$ cat src/rtl/rc4_pkg.sv
// rtl/rc4_pkg.sv - shared RC4 types and constants for the KSA and keystream stages
package rc4_pkg;

    // S-box RAM depth (one byte per entry)
    localparam int RAM_DEPTH = 256;

    // Default number of secret-key bytes
    localparam int KEY_LEN = 3;

    // Key-scheduling FSM states; each loop iteration walks RD_I..WR_J once
    typedef enum logic [3:0] {
        KSA_IDLE = 4'd0,
        KSA_RD_I = 4'd1,
        KSA_WT_I = 4'd2,
        KSA_LD_I = 4'd3,
        KSA_WT_J = 4'd4,
        KSA_LD_J = 4'd5,
        KSA_WR_I = 4'd6,
        KSA_WR_J = 4'd7,
        KSA_DONE = 4'd8
    } ksa_state_t;

    // Width of an index that counts 0..n-1 (at least one bit)
    function automatic int idx_width(input int n);
        return (n > 1) ? $clog2(n) : 1;
    endfunction

endpackage

$ cat src/rtl/key_byte_sel.sv
// rtl/key_byte_sel.sv - selects secret-key byte idx, byte 0 being the MSB byte
module key_byte_sel #(
    parameter int KEY_LEN = 3,
    parameter int KEY_W   = 8 * KEY_LEN,
    parameter int IDX_W   = 2
) (
    input  logic [KEY_W-1:0] key_i,
    input  logic [IDX_W-1:0] idx_i,
    output logic [7:0]       byte_o
);

    // Plain mux over the key bytes; out-of-range indices yield zero
    always_comb begin
        byte_o = 8'h00;
        for (int k = 0; k < KEY_LEN; k++) begin
            if (idx_i == IDX_W'(k)) begin
                byte_o = key_i[KEY_W-1-8*k -: 8];
            end
        end
    end

endmodule

$ cat src/rtl/ksa_swap_fsm.sv
// rtl/ksa_swap_fsm.sv - RC4 key-scheduling swap loop over a shared single-port S-box RAM (option: KSA_KEY_LATCH_EN)
module ksa_swap_fsm #(
    parameter int KEY_LEN = rc4_pkg::KEY_LEN,
    parameter int KEY_W   = 8 * KEY_LEN
) (
    input  logic             clk,
    input  logic             reset,
    input  logic             start,
    input  logic [KEY_W-1:0] secret_key,
    input  logic [7:0]       q,
    output logic [7:0]       address,
    output logic [7:0]       data,
    output logic             wren,
    output logic             busy,
    output logic             done
);

    import rc4_pkg::*;

    localparam int          IDX_W  = idx_width(KEY_LEN);
    localparam logic [7:0]  LAST_I = 8'(RAM_DEPTH - 1);
    localparam logic [IDX_W-1:0] LAST_K = IDX_W'(KEY_LEN - 1);

    ksa_state_t       state_q;
    logic [7:0]       i_q;
    logic [7:0]       j_q;
    logic [7:0]       si_q;
    logic [7:0]       sj_q;
    logic [IDX_W-1:0] kidx_q;       // i mod KEY_LEN, kept as a wrap counter
    logic [7:0]       address_q;
    logic [7:0]       data_q;
    logic             wren_q;
    logic             busy_q;
    logic             done_q;

    logic [KEY_W-1:0] key_src;
    logic [7:0]       key_byte;
    logic [7:0]       j_d;

`ifdef KSA_KEY_LATCH_EN
    logic [KEY_W-1:0] key_q;

    // Capture the key as the run is accepted so later key changes cannot disturb it
    always_ff @(posedge clk or negedge reset) begin
        if (!reset) begin
            key_q <= '0;
        end else if (state_q == KSA_IDLE && start) begin
            key_q <= secret_key;
        end
    end

    assign key_src = key_q;
`else
    // Key is consumed live; the upstream holds it stable for the whole run
    assign key_src = secret_key;
`endif

    key_byte_sel #(
        .KEY_LEN (KEY_LEN),
        .KEY_W   (KEY_W),
        .IDX_W   (IDX_W)
    ) u_key_byte_sel (
        .key_i  (key_src),
        .idx_i  (kidx_q),
        .byte_o (key_byte)
    );

    // New j uses S[i] straight off the RAM read port (q is valid in WT_I -> LD_I)
    assign j_d = j_q + q + key_byte;

    // Swap-loop FSM; all RAM-side outputs are registered on state entry
    always_ff @(posedge clk or negedge reset) begin
        if (!reset) begin
            state_q   <= KSA_IDLE;
            i_q       <= 8'h00;
            j_q       <= 8'h00;
            si_q      <= 8'h00;
            sj_q      <= 8'h00;
            kidx_q    <= '0;
            address_q <= 8'h00;
            data_q    <= 8'h00;
            wren_q    <= 1'b0;
            busy_q    <= 1'b0;
            done_q    <= 1'b0;
        end else begin
            case (state_q)
                KSA_IDLE: begin
                    wren_q <= 1'b0;
                    if (start) begin
                        state_q   <= KSA_RD_I;
                        busy_q    <= 1'b1;
                        address_q <= i_q;
                    end
                end
                KSA_RD_I: begin
                    state_q <= KSA_WT_I;
                end
                KSA_WT_I: begin
                    // Read of S[i] lands now; launch the read of S[j]
                    state_q   <= KSA_LD_I;
                    si_q      <= q;
                    j_q       <= j_d;
                    address_q <= j_d;
                end
                KSA_LD_I: begin
                    state_q <= KSA_WT_J;
                end
                KSA_WT_J: begin
                    state_q <= KSA_LD_J;
                    sj_q    <= q;
                end
                KSA_LD_J: begin
                    state_q   <= KSA_WR_I;
                    address_q <= i_q;
                    data_q    <= sj_q;
                    wren_q    <= 1'b1;
                end
                KSA_WR_I: begin
                    // When i == j this second write overwrites the first with si,
                    // which leaves the entry as it was
                    state_q   <= KSA_WR_J;
                    address_q <= j_q;
                    data_q    <= si_q;
                    wren_q    <= 1'b1;
                end
                KSA_WR_J: begin
                    wren_q <= 1'b0;
                    if (i_q == LAST_I) begin
                        state_q   <= KSA_DONE;
                        address_q <= 8'h00;
                        busy_q    <= 1'b0;
                        done_q    <= 1'b1;
                    end else begin
                        state_q   <= KSA_RD_I;
                        i_q       <= i_q + 8'd1;
                        address_q <= i_q + 8'd1;
                        kidx_q    <= (kidx_q == LAST_K) ? '0 : kidx_q + IDX_W'(1);
                    end
                end
                KSA_DONE: begin
                    wren_q    <= 1'b0;
                    address_q <= 8'h00;
                    busy_q    <= 1'b0;
                    done_q    <= 1'b1;
                end
                default: begin
                    state_q <= KSA_IDLE;
                    wren_q  <= 1'b0;
                end
            endcase
        end
    end

    assign address = address_q;
    assign data    = data_q;
    assign wren    = wren_q;
    assign busy    = busy_q;
    assign done    = done_q;

endmodule

$ cat config.mk
export PLATFORM = sky130hd
export DESIGN_NAME = ksa_swap_fsm
export DESIGN_NICKNAME = d
export VERILOG_FILES = /design/src/rtl/rc4_pkg.sv /design/src/rtl/key_byte_sel.sv /design/src/rtl/ksa_swap_fsm.sv
export SDC_FILE = /design/constraint.sdc
export NUM_CORES = 1
export LEC_CHECK = 0
export BUFFER_PORTS_ARGS = -buffer_cell sky130_fd_sc_hd__buf_4
export CAP_MARGIN = 25
export CORE_UTILIZATION = 58
export CTS_CLUSTER_SIZE = 14
export DETAILED_ROUTE_END_ITERATION = 16
export GPL_TIMING_DRIVEN = 1
export PLACE_DENSITY_LB_ADDON = 0.1
export SLEW_MARGIN = 20
export SYNTH_ARGS = -nofsm -noshare
export SYNTH_HDL_FRONTEND = slang
export SYNTH_HIERARCHICAL = 1
export SYNTH_SLANG_ARGS = --single-unit
export TNS_END_PERCENT = 10
$ cat constraint.sdc
create_clock -name clk -period 9.8 [get_ports clk]
set_clock_uncertainty 0.2 [all_clocks]
set_input_delay 0.49 -clock clk [delete_from_list [all_inputs] [get_ports clk]]
set_output_delay 0.49 -clock clk [all_outputs]
set_load 0.05 [all_outputs]
# == Word level (Yosys, flattened, before mapping) ==
# Index checks and enable logic that the tools add are counted.
# totals
latchBits,0
ff_bits,57
mem_bits_ro,0
word_cells,60
n_memories,0
inputBits,35
ramBits,0
# classes
n_reduce_logical,13
n_mul,0
div,0
shifts,0
magnitude_cmp,0
n_mux,17
addsub,4
n_eq_ne,13
n_bitwise,2
# ops
op,n
8-bit one-hot mux with 6 select lines,1
8-bit 2-to-1 mux,5
4-bit one-hot mux with 9 select lines,1
8-bit adder,2
"4-bit by 3-bit equality test with 1-bit output, second input constant",4
8-bit one-hot mux with 2 select lines,1
"8-bit by 1-bit adder with 8-bit output, second input constant",1
"4-bit by 2-bit equality test with 1-bit output, second input constant",2
"8-bit equality test, second input constant",1
4-bit 2-to-1 mux,2
2-bit AND reduction,4
6-bit nonzero test,1
"4-bit by 1-bit equality test with 1-bit output, second input constant",1
"4-bit equality test, second input constant",1
4-bit logical NOT,1
"2-bit inequality test, second input constant",2
1-bit one-hot mux with 2 select lines,2
2-bit nonzero test,2
4-bit OR reduction,1
1-bit 2-to-1 mux,3
1-bit one-hot mux with 3 select lines,1
3-bit AND reduction,1
3-bit nonzero test,1
"2-bit by 1-bit adder with 2-bit output, second input constant",1
6 further kinds,7

# == Longest topological paths before layout ==
# depth
word_depth,6
mapped_depth,14
depth_no_buf,12

# == Cells and area by module ==
# The synthesis kept the hierarchy.
# modules_own_cells
mod,seq_area_each_um2,n_inst,cells_per_inst,area_each_um2
ksa_swap_fsm,1426.4,1,323,3173.0
key_byte_sel,0.0,1,20,197.7

# == Least setup slack after synthesis ==
# No wires, ideal clock.
# synth_timing
kind,reg2reg
start,register kidx_q[0]
end,register address_q[7] (netlist: address[7])
period_less_slack_ns,3.244
arrival_ns,2.897
required_ns,9.452
path_slack_ns,6.556
setup_ns,0.148
stages_incl_launch_ff,15
cell_sequence,dfrtp_1 buf_6 nor2b_4 buf_6 o2bb2ai_1 inv_1 fa_1 inv_1 ha_1 fa_1 a211oi_1 o21ai_0 and3_1 o21ai_0 a221oi_1
# synth_between
elab_chain_cells,6
elab_cells_between_ends,8
classes_between,1 x add/sub; 2 x eq/ne; 4 x mux; 1 x reduce/logical
# synth_lines
item,line,rtl
"start, declared",ksa_swap_fsm.sv:29,logic [IDX_W-1:0] kidx_q;
"start signal, assigned",ksa_swap_fsm.sv:137,kidx_q <= (kidx_q == LAST_K) ? '0 : kidx_q + IDX_W'(1);
2-bit logical NOT,key_byte_sel.sv:16,if (idx_i == IDX_W'(k)) begin
8-bit 2-to-1 mux (2 in a row),key_byte_sel.sv:16,
8-bit 2-to-1 mux *,key_byte_sel.sv:16,
via key_byte[1],ksa_swap_fsm.sv:37,logic [7:0] key_byte;
8-bit adder *,ksa_swap_fsm.sv:69,assign j_d = j_q + q + key_byte;
8-bit one-hot mux with 6 select lines *,ksa_swap_fsm.sv:86,case (state_q)
"end signal, assigned",ksa_swap_fsm.sv:92,address_q <= i_q;
"end signal, assigned",ksa_swap_fsm.sv:103,address_q <= j_d;
"end signal, assigned",ksa_swap_fsm.sv:114,address_q <= i_q;
"end, declared",ksa_swap_fsm.sv:30,logic [7:0] address_q;
# The timed path passes the listed nets; every way through them passes the cells marked *.
# A chain may end at the register's enable or synchronous reset.

# == Worst setup path after layout ==
# Same ends and word-level chain as after synthesis.

==> flow_summary.html <==
<table>
<tr><th>Metric</th><th>Value</th></tr>
<tr><th colspan="2">Status</th></tr>
<tr><td>Run status</td><td>complete, but fails checks</td></tr>
<tr><td>Violated checks</td><td>negative hold slack</td></tr>
<tr><th colspan="2">Drt</th></tr>
<tr><td>Total Routed Length</td><td>7510 µm</td></tr>
<tr><td>Number of optimization iterations in the first detailed-route pass</td><td>7</td></tr>
<tr><td>Final routed DRC violation total</td><td>0</td></tr>
<tr><td>Antenna viol nets, final</td><td>0</td></tr>
<tr><td>Routed vias/inst</td><td>5.82</td></tr>
<tr><td>Routed vias</td><td>2,714</td></tr>
<tr><td>Mean routed wirelength per cell</td><td>16.1 µm</td></tr>
<tr><td>Drt first-iter violations</td><td>157</td></tr>
<tr><th colspan="2">Clock tree</th></tr>
<tr><td>Number of clock sinks seen by CTS</td><td>57</td></tr>
<tr><td># H-tree levels</td><td>3</td></tr>
<tr><td>Clock-pin slew of the registers on the worst-case setup and hold paths</td><td>0.07 ns</td></tr>
<tr><td>Clk Latency, worst-skew pair</td><td>0.34 ns</td></tr>
<tr><td>TritonCTS clock tree</td><td>done</td></tr>
<tr><td>Setup fix buffers added after clock tree synthesis</td><td>0</td></tr>
<tr><td>Clock buffers created by TritonCTS</td><td>9</td></tr>
<tr><td>Post-cts sizing count</td><td>0</td></tr>
<tr><td>Number of buffers inserted for hold repair after clock tree synthesis</td><td>0</td></tr>
<tr><td>Clock tree root driver cell</td><td>sky130_fd_sc_hd__clkbuf_8</td></tr>
<tr><td>Maximum buffer depth of the clock tree</td><td>2</td></tr>
<tr><th colspan="2">Timing</th></tr>
<tr><td>Setup violators final</td><td>0</td></tr>
<tr><td>RSZ-0062 raised after global routing</td><td>no</td></tr>
<tr><td>Worst hold margin</td><td>-0.00395 ns</td></tr>
<tr><td>Relative slew slack</td><td>0.307</td></tr>
<tr><td>Final clock period utilization by the worst path</td><td>0.379</td></tr>
<tr><td>Achievable frequency</td><td>0.269 GHz</td></tr>
<tr><td>Setup TNS</td><td>0 ns</td></tr>
<tr><td>Number of pins exceeding their max-slew limit in the final report</td><td>0</td></tr>
<tr><td>Hold violation total from the final report</td><td>4</td></tr>
<tr><td>Post-layout minimum cycle time</td><td>3.71 ns</td></tr>
<tr><td>Worst-margin pin slew</td><td>1.03 ns</td></tr>
<tr><th colspan="2">Die</th></tr>
<tr><td>Die outline width</td><td>78.2 µm</td></tr>
<tr><td>Number of placement rows</td><td>27</td></tr>
<tr><td>Core ar.</td><td>0.00554 mm²</td></tr>
<tr><td>Effective utilization at floorplan</td><td>0.608</td></tr>
<tr><td>Area of the die</td><td>0.00612 mm²</td></tr>
<tr><td>Height of the chip</td><td>78.2 µm</td></tr>
<tr><td>I/O pins</td><td>54</td></tr>
<tr><th colspan="2">Place</th></tr>
<tr><td>Dpl cells</td><td>450</td></tr>
<tr><td>IO buf count</td><td>53</td></tr>
<tr><td>Half-perimeter wire length after placement</td><td>5280 µm</td></tr>
<tr><td>Cell Area, Placed</td><td>0.00374 mm²</td></tr>
<tr><td>GP Congestion</td><td>0.842</td></tr>
<tr><th colspan="2">Cells and area</th></tr>
<tr><td>Non-filler instance count after layout</td><td>466</td></tr>
<tr><td>Number of nets in the layout</td><td>439</td></tr>
<tr><td>Growth of design area from synthesis to finish</td><td>16.9%</td></tr>
<tr><td>Number of fillers in the final layout</td><td>447</td></tr>
<tr><td>Area taken by flip-flops and latches</td><td>0.00143 mm²</td></tr>
<tr><td>Count of antenna diodes in the layout</td><td>0</td></tr>
<tr><td>Post-route cell area</td><td>0.00394 mm²</td></tr>
<tr><td>Layout cell share with drive strength beyond 1</td><td>0.226</td></tr>
<tr><td>Area of the multi-input gates</td><td>0.00177 mm²</td></tr>
<tr><th colspan="2">Synth</th></tr>
<tr><td>Xor/xnor share of the synthesized area</td><td>0.0416</td></tr>
<tr><td>Share of synthesized flip-flops with an asynchronous set or reset</td><td>1.00</td></tr>
<tr><td>Post-synth design cell area</td><td>0.00337 mm²</td></tr>
<tr><td>Flop and latch count out of synthesis</td><td>57</td></tr>
<tr><td>Most common flop cell mapped by yosys</td><td>sky130_fd_sc_hd__dfrtp_1</td></tr>
<tr><td>Share of Yosys cell area claimed by the top area cell type</td><td>0.423</td></tr>
<tr><td>Main combinational cell family by area after synthesis</td><td>simple AND/OR/NAND/NOR gates</td></tr>
<tr><td>Post-synthesis cell type with the largest combined area</td><td>sky130_fd_sc_hd__dfrtp_1</td></tr>
<tr><td>Count of warnings emitted by yosys</td><td>6</td></tr>
<tr><td>Simple-gate portion of the synthesized area</td><td>0.178</td></tr>
<tr><td>Adder-cell share of the synthesized area</td><td>0.0735</td></tr>
<tr><td>Multiplexer fraction of the synthesized cell area</td><td>0.0805</td></tr>
<tr><td>Most frequent cell after synthesis</td><td>sky130_fd_sc_hd__nand2_1</td></tr>
<tr><td>Synthesized area per cell</td><td>9.83 µm²</td></tr>
<tr><td>Syn_nets</td><td>393</td></tr>
<tr><td>Cell types occupying the most area after synthesis</td><td>sky130_fd_sc_hd__dfrtp_1 42%, sky130_fd_sc_hd__nand2_1 7.5%, sky130_fd_sc_hd__mux2i_1 5.0%, sky130_fd_sc_hd__fa_1 4.8%, sky130_fd_sc_hd__o21ai_0 3.7%</td></tr>
<tr><td>Syn Inst Count</td><td>343</td></tr>
<tr><td>Synthesized-area fraction occupied by ao, oa, aoi and oai cells</td><td>0.152</td></tr>
<tr><td>Synth unique cells</td><td>53</td></tr>
<tr><td>Share of the yosys chip area belonging to registers</td><td>0.423</td></tr>
<tr><td>Most frequent cells after synthesis</td><td>67 x sky130_fd_sc_hd__nand2_1, 57 x sky130_fd_sc_hd__dfrtp_1, 25 x sky130_fd_sc_hd__nor2_1, 25 x sky130_fd_sc_hd__o21ai_0, 17 x sky130_fd_sc_hd__mux2i_1</td></tr>
<tr><td>EDFF count, synth</td><td>0</td></tr>
<tr><th colspan="2">Global routing</th></tr>
<tr><td>Overall track demand over capacity in global routing</td><td>0.269</td></tr>
<tr><td>First-pass GRT wire length</td><td>12,500 µm</td></tr>
<tr><td>Number of global-route vias before repair</td><td>2,599</td></tr>
<tr><td>Congestion Overflow GR</td><td>0</td></tr>
<tr><td>Number of antenna violations at the first check in global routing</td><td>0</td></tr>
<tr><td>Largest net degree at the start of global routing</td><td>58</td></tr>
<tr><th colspan="2">Worst setup path</th></tr>
<tr><td>Arrival time at the worst endpoint</td><td>3.76 ns</td></tr>
<tr><td>Setup Crit Path Kind</td><td>reg2reg</td></tr>
<tr><td>Critical path cell sequence</td><td>mux2i_1 &gt; o2bb2ai_1 &gt; inv_1 &gt; fa_1 &gt; inv_1 &gt; ha_1 &gt; fa_1 &gt; a211oi_1 &gt; o21ai_0 &gt; a21oi_1 &gt; o21ai_0 &gt; a221oi_1</td></tr>
<tr><td>Crit path capture type</td><td>flop</td></tr>
<tr><td>Largest stage delay on the critical path</td><td>0.71 ns</td></tr>
<tr><td>Slowest cell on crit path</td><td>sky130_fd_sc_hd__dfrtp_1</td></tr>
<tr><td>Startpoint Class</td><td>flop</td></tr>
<tr><td>Number of buffer and inverter instances along the worst setup path</td><td>2</td></tr>
<tr><td>Crit-path max FO</td><td>12</td></tr>
<tr><td>Required time worst endpoint</td><td>9.84 ns</td></tr>
<tr><td>Crit path max-delay family</td><td>compound AO/OA/AOI/OAI gates</td></tr>
<tr><th colspan="2">Power</th></tr>
<tr><td>Total power</td><td>1.59 mW</td></tr>
<tr><td>Cell leakage power</td><td>1.82 nW</td></tr>
<tr><td>Power Density</td><td>403 mW/mm²</td></tr>
<tr><td>Largest voltage drop on the vdd net</td><td>212 µV</td></tr>
<tr><th colspan="2">Hold path</th></tr>
<tr><td>Hold/Removal Path Class</td><td>in2async</td></tr>
<tr><th colspan="2">Flow run</th></tr>
<tr><td>Maximum Capacitance Violations</td><td>0</td></tr>
</table>
-- state kept, by name (all words and copies together) (netlist names) --
register and cells:
state_q 4, busy 1, j_q 8, wren 1, done 1, address 8
sj_q 8, si_q 8, kidx_q 2, data 8, i_q 8
-- path summary, 6_finish.rpt --
path                            from          to  slack (ns)  cells past startpoint
min                            reset     data[5]      -0.004                      1
max                        kidx_q[0]  address[7]        6.09                     12
min reg2reg                  data[3]     data[3]        0.28                      2
max in group asynchronous      reset      i_q[6]        8.93                      1
min in group clk                q[3]     si_q[3]        0.18                      3
max reg2reg                kidx_q[0]  address[7]        6.09                     12
-- layout make-up --
cell class | instances | share of cell area
flip-flops and latches | 57 | 0.362
clock inverters | 5 | 0.0140
well taps | 72 | 0.0229
clock buffers | 11 | 0.0359
repair buffers | 55 | 0.105
inverters | 11 | 0.0105
multi-input cells | 255 | 0.450
-- layout by cell type (no fill, tap or decap), types with 3 or more instances in the layout --
cell	instances
sky130_fd_sc_hd__nand2_1	67
sky130_fd_sc_hd__dfrtp_1	57
sky130_fd_sc_hd__buf_4	55
sky130_fd_sc_hd__nor2_1	25
sky130_fd_sc_hd__o21ai_0	25
sky130_fd_sc_hd__mux2i_1	17
sky130_fd_sc_hd__inv_1	11
sky130_fd_sc_hd__clkbuf_8	10
sky130_fd_sc_hd__mux2_2	9
sky130_fd_sc_hd__xnor2_1	9
sky130_fd_sc_hd__fa_1	8
sky130_fd_sc_hd__o2bb2ai_1	8
sky130_fd_sc_hd__a21oi_1	7
sky130_fd_sc_hd__xor2_1	7
sky130_fd_sc_hd__ha_1	7
sky130_fd_sc_hd__nand3_1	5
sky130_fd_sc_hd__o21ai_1	4
sky130_fd_sc_hd__nand3b_1	4
sky130_fd_sc_hd__a222oi_1	4
sky130_fd_sc_hd__nand4_1	3
sky130_fd_sc_hd__a21o_1	3
sky130_fd_sc_hd__nor3_1	3
sky130_fd_sc_hd__a31oi_1	3
-- per-stage QoR --
step	utilization	worst slack (ns)
6_report	0.711	6.09
5_1_grt	0.711	5.87
4_1_cts	0.711	6.12
3_5_place_dp	0.675	6.23
3_3_place_gp	0.675	6.34
2_1_floorplan	-	6.56
-- worst reg2reg max path, delay by kind of cell, from the launching register on --
family	cells	cell delay (ns)
AO/OA/AOI/OAI	6	1.35
adder cells (fa/ha/maj)	3	1.10
buffers and inverters	2	0.11
flip-flops	1	0.71
multiplexers	1	0.16
-- where the power goes --
| part | leakage (nW) | internal (mW) | switching (mW) |
|---|---|---|---|
| Combinational | 1.02 | 0.358 | 0.528 |
| Sequential | 0.703 | 0.348 | 0.132 |
| Clock | 0.0953 | 0.123 | 0.0989 |
-- logic make-up (layout without fill, tap and decap cells) --
group,Yosys count,in the layout
AOI/OAI and AO/OA,75,75
xor gates and xnor gates,16,16
DFF,57,57
buffers and inverters,31,82
adders and majority gates,15,15
and+or+nand+nor,123,123
muxes,26,26
-- layer usage --
metal  GRT usage  share of wire  vias to the layer above  wire length, µm
met5           0              0                        -                0
met4       0.107          0.013                        0               99
met3      0.0465          0.063                       11              475
met2       0.422           0.47                      103             3540
met1       0.372           0.45                     1305             3390
li1            -              -                     1295                -
(Power assumes the default switching activity.)
